**config.mk**
```make
export PLATFORM = sky130hd
export DESIGN_NAME = if_fetch
export DESIGN_NICKNAME = d
export VERILOG_FILES = /design/src/rtl/if_fetch.sv
export SDC_FILE = /design/constraint.sdc
export NUM_CORES = 1
export LEC_CHECK = 0
export BUFFER_PORTS_ARGS = -buffer_cell sky130_fd_sc_hd__buf_2
export CAP_MARGIN = 30
export CORE_MARGIN = 4
export CORE_UTILIZATION = 49
export CTS_BUF_LIST = sky130_fd_sc_hd__clkbuf_8
export DETAILED_ROUTE_END_ITERATION = 10
export PLACE_DENSITY = 0.74
export SLEW_MARGIN = 0
export SYNTH_ARGS = -nofsm -noshare
export SYNTH_HDL_FRONTEND = slang
export SYNTH_SLANG_ARGS = --single-unit
export TNS_END_PERCENT = 100
```
**constraint.sdc**
```tcl
create_clock -name clk -period 5.5 [get_ports clk]
set_clock_uncertainty 0.05 [all_clocks]
set_input_delay 1.65 -clock clk [delete_from_list [all_inputs] [get_ports clk]]
set_output_delay 1.65 -clock clk [all_outputs]
set_load 0.02 [all_outputs]
```
**src/rtl/if_fetch.sv**
```systemverilog
// Instruction-fetch stage: owns the PC, issues word reads over req/ack,
// and feeds {pc, inst, valid} into the IF/ID register.
module if_fetch #(
  parameter logic [31:0] RESET_PC = 32'h0000_0000,
  parameter int unsigned PC_STEP  = 4
) (
  input  logic        clk,
  input  logic        rst,
  input  logic        stall,
  input  logic        branch_flag,
  input  logic [31:0] branch_target_addr,
  output logic        mem_req,
  output logic [31:0] mem_addr,
  input  logic        mem_ack,
  input  logic [31:0] mem_rdata,
  output logic [31:0] if_pc,
  output logic [31:0] if_inst,
  output logic        if_valid
);

  typedef enum logic [1:0] {
    IDLE,
    REQ,
    HOLD,
    KILL
  } state_e;

  state_e      state_q, state_d;
  logic [31:0] pc_q, pc_d;
  logic [31:0] kill_addr_q, kill_addr_d;
  logic [31:0] skid_pc_q, skid_pc_d;
  logic [31:0] skid_inst_q, skid_inst_d;
  logic [31:0] if_pc_q, if_pc_d;
  logic [31:0] if_inst_q, if_inst_d;
  logic        if_valid_q, if_valid_d;

  logic [31:0] tgt;
  logic [31:0] pc_inc;

  assign tgt    = branch_target_addr & ~32'h3;
  assign pc_inc = pc_q + 32'(PC_STEP);

  // State register.
  always_ff @(posedge clk) begin
    if (rst) state_q <= IDLE;
    else     state_q <= state_d;
  end

  // Next-state: a branch leaves a pending stale read behind as KILL.
  always_comb begin
    state_d = state_q;
    unique case (state_q)
      IDLE: state_d = REQ;
      REQ: begin
        if (branch_flag)          state_d = mem_ack ? REQ : KILL;
        else if (mem_ack && stall) state_d = HOLD;
      end
      HOLD: if (branch_flag || !stall) state_d = REQ;
      KILL: if (mem_ack) state_d = REQ;
      default: state_d = IDLE;
    endcase
  end

  // Memory request: KILL keeps the stale address until it is acked.
  always_comb begin
    mem_req  = (state_q == REQ) || (state_q == KILL);
    mem_addr = (state_q == KILL) ? kill_addr_q : pc_q;
  end

  // Datapath next values: branch wins over stall and over ack data.
  always_comb begin
    pc_d        = pc_q;
    kill_addr_d = kill_addr_q;
    skid_pc_d   = skid_pc_q;
    skid_inst_d = skid_inst_q;
    if_pc_d     = if_pc_q;
    if_inst_d   = if_inst_q;
    if_valid_d  = if_valid_q;
    if (branch_flag) begin
      pc_d       = tgt;
      if_valid_d = 1'b0;
      if (state_q == REQ && !mem_ack) kill_addr_d = pc_q;
    end else begin
      unique case (state_q)
        REQ: begin
          if (mem_ack) begin
            pc_d = pc_inc;
            if (stall) begin
              skid_pc_d   = pc_q;
              skid_inst_d = mem_rdata;
            end else begin
              if_pc_d    = pc_q;
              if_inst_d  = mem_rdata;
              if_valid_d = 1'b1;
            end
          end else if (!stall) begin
            if_valid_d = 1'b0;
          end
        end
        HOLD: begin
          if (!stall) begin
            if_pc_d    = skid_pc_q;
            if_inst_d  = skid_inst_q;
            if_valid_d = 1'b1;
          end
        end
        default: ;
      endcase
    end
  end

  // Datapath registers.
  always_ff @(posedge clk) begin
    if (rst) begin
      pc_q        <= RESET_PC & ~32'h3;
      kill_addr_q <= '0;
      skid_pc_q   <= '0;
      skid_inst_q <= '0;
      if_pc_q     <= '0;
      if_inst_q   <= '0;
      if_valid_q  <= 1'b0;
    end else begin
      pc_q        <= pc_d;
      kill_addr_q <= kill_addr_d;
      skid_pc_q   <= skid_pc_d;
      skid_inst_q <= skid_inst_d;
      if_pc_q     <= if_pc_d;
      if_inst_q   <= if_inst_d;
      if_valid_q  <= if_valid_d;
    end
  end

  assign if_pc    = if_pc_q;
  assign if_inst  = if_inst_q;
  assign if_valid = if_valid_q;

endmodule

```
==> summary.md <==
| Metric | Value |
|---|---|
| Status | finished, final reports clean |
| Yosys top cell area share | 0.457 |
| Cell-internal power | 2.01 mW |
| Clk buf depth | 2 |
| Total CTS buffers | 17 |
| Largest net degree at the start of global routing | between 100 and 150 |
| Most frequent cells in the layout | 204 x nand2_1, 187 x dfxtp_1, 159 x buf_2 |
| Syn Inst Count | 974 |
| Die footprint | around 19000 µm² |
| Final setup TNS | 0 ns |
| Ys async rst share | 0 |
| Number of synthesized flops with an enable pin | 0 |
| # clock sinks | about 190 |
| Sw Pwr | 0.702 mW |
| # setup viols final | 0 |
| Total number of vias | roughly 7.0k |
| Static Leak | 3.95 nW |
| Crit path DAT | 2.34 ns |
| Kind of critical path | flop to output pin |
| Hold slack | 0.405 ns |
| GR Util All Layers | 0.217 |
| Die height | about 140 µm |
| First-pass GRT wire length | approximately 33000 µm |
| Worst Hold Class | flop to flop |
| Area Overhead vs Synth | 14.8% |
| Drt initial violations | 479 |
| H-tree Lvls | 4 |
| Chip width | 137 µm |
| Hold buffer count at CTS | 0 |
| Initial antenna violation count | 0 |
| Number of post-CTS setup repair buffers | 0 |
| PostCTS Resize Cnt | 0 |
| Worst-path clk slew | around 0.08 ns |
| RSZ-0062 raised after global routing | false |
| Crit-path slowest cell | dfxtp_1 |
| WL/cell | 15.9 µm |
| Worst slew pin tran | 1.05 ns |
| WL final | 20600 µm |
| Combinational power share | 0.114 |
| F_max | between 200 and 250 MHz |
| Yosys top cell by area | dfxtp_1 |
| CTS root buf | clkbuf_8 |
| VDD IR max | 0.170 mV |
| Period minus WS final | slightly above 4 ns |
| CTS tree | built |
| Number of port buffers | 160 |
| Worst skew pair latency | ~0.45 ns |
| Syn Std Cell Area | a little over 8000 µm² |
| Filler instances | 1520 |
| Period Utilization, post-route | 0.735 |
| Final hold viol count | 0 |
| Vias in the first global route | 6361 |
| Synthesized flop and latch total | between 150 and 200 |
| Total design power | 2.71 mW |
| Critical path's largest stage delay | between 0.5 and 0.6 ns |
| Mean number of vias per cell | around 5.4 |
| Synth Warn # | 0 |
| FP Rows | 46 |
| Core Area | 16100 µm² |
| Area contributors post-synth | dfxtp_1 46%, nand2_1 9.4%, mux2i_1 8.1% |
| Crit. End Element | output pin |
| Worst Path Max Fanout | 20 |
| WP data required | roughly 3.8 ns |
| Worst-path cell chain | nand2_1 -> buf_4 -> mux2_2 -> buf_2 |
| Crit path launch type | flop |
| Worst r2r path cells | 5 |
| Ys flop type | dfxtp_1 |
| Initial core utilization | 0.508 |
| Reg power frac | 0.536 |
| GRT Residual Overflow | 0 |
| Routed Antenna Nets | 0 |
| Relative slew margins | 0.300 |
| Clock power share | 0.350 |
| Max-cap violations | 0 |
| Sequential fraction of the synthesis area | 0.457 |
| DRT Pass-1 Iters | 5 |
| Share of layout cells above drive strength 1 | 0.218 |
| HPWL after DPL | 13800 µm |
| Remaining DRCs | 0 |
| Hold depth | 2 |
| Fin nets | 1143 |
| # diodes | 0 |
| Commonest non-fill, non-tap cell in the layout | nand2_1 |
| Cell Pwr Density | between 200 and 300 nW/µm² |
| Placer Congestion | 0.880 |
| Mapped Avg Cell Area | about 8.4 µm² |
| Net Sw Frac | 0.259 |
| Count of cell types in the netlist | 46 |
| Num ports | 167 |
| Worst slack at placement | 1.59 ns |
| Final worst setup slack | approximately 1.5 ns |
| Max-slew violations | 0 |
==> worst max-delay path: cells and delay by family (launching register included) <==
family                 cells  cell delay, ns
buffers and inverters      2            0.55
DFF                        1            0.58
and+or+nand+nor            1            0.43
muxes                      1            0.33
==> path summary, 6_finish.rpt <==
check                   from               to  slack (ns)
max               state_q[1]      mem_addr[9]        1.46
min          kill_addr_q[24]  kill_addr_q[24]        0.41
max reg2reg       state_q[0]       if_inst[4]        2.89
min reg2reg  kill_addr_q[24]  kill_addr_q[24]        0.41
==> cell families after synthesis <==
group                    count (synthesis)  synth area share
adder cells (fa/ha/maj)                  1           0.00153
flip-flops                             187             0.457
multiplexers                            96             0.122
buffers and inverters                  101            0.0550
other                                    1          0.000458
XOR/XNOR                                23            0.0246
AND/OR/NAND/NOR                        368             0.191
AO/OA/AOI/OAI                          197             0.148
==> routing by layer <==
metal / up-vias / GRT usage / part of all wire
met5: - / 0 / 0
met1: 3247 / 0.300 / 0.46
met2: 218 / 0.342 / 0.46
met4: 0 / 0.0671 / 0.016
li1: 3523 / - / -
met3: 25 / 0.0442 / 0.062
==> cells in the mapped netlist (9+ instances only) <==
library cell and count:
nand2_1 204, nor2_1 96, mux2_2 30, mux2i_1 66, nand3_1 13, xnor2_1 16
a21oi_1 105, nand4_1 9, nor4_1 10, clkbuf_1 62, buf_2 18, a211oi_1 74
dfxtp_1 187
==> sequential cells by signal, summed over array words and instances, names as in the netlist <==
name         cells
state_q          2
kill_addr_q     30
if_valid         1
if_pc           30
if_inst         32
skid_pc_q       30
pc_q            30
skid_inst_q     32
==> layout make-up <==
class | count | area, µm² | area share
Sequential cell | 187 | 3740 | 0.398
Timing Repair Buffer | 171 | 915 | 0.0973
Inverter | 7 | 26.3 | 0.00280
Multi-Input combinational cell | 689 | 4030 | 0.429
Clock buffer | 21 | 289 | 0.0308
Tap cell | 216 | 270 | 0.0288
Clock inverter | 8 | 119 | 0.0126
==> per-stage QoR <==
step / util / cells / cell area, µm²
floorplan: - / 977 / 8190
global placement: 0.558 / 1270 / 8990
detailed placement: 0.558 / 1270 / 8990
CTS: 0.583 / 1299 / 9400
global route: 0.583 / 1299 / 9400
finish: 0.583 / 1299 / 9400
==> power by group through the flow <==
stage,Combinational [mW],Sequential [mW],Clock [mW]
3_3_place_gp,0.307,1.48,0
6_report,0.310,1.45,0.947
3_5_place_dp,0.310,1.48,0
4_1_cts,0.311,1.45,0.968
5_1_grt,0.339,1.46,1.02
2_1_floorplan,0.206,1.48,0
(Power assumes the default switching activity.)
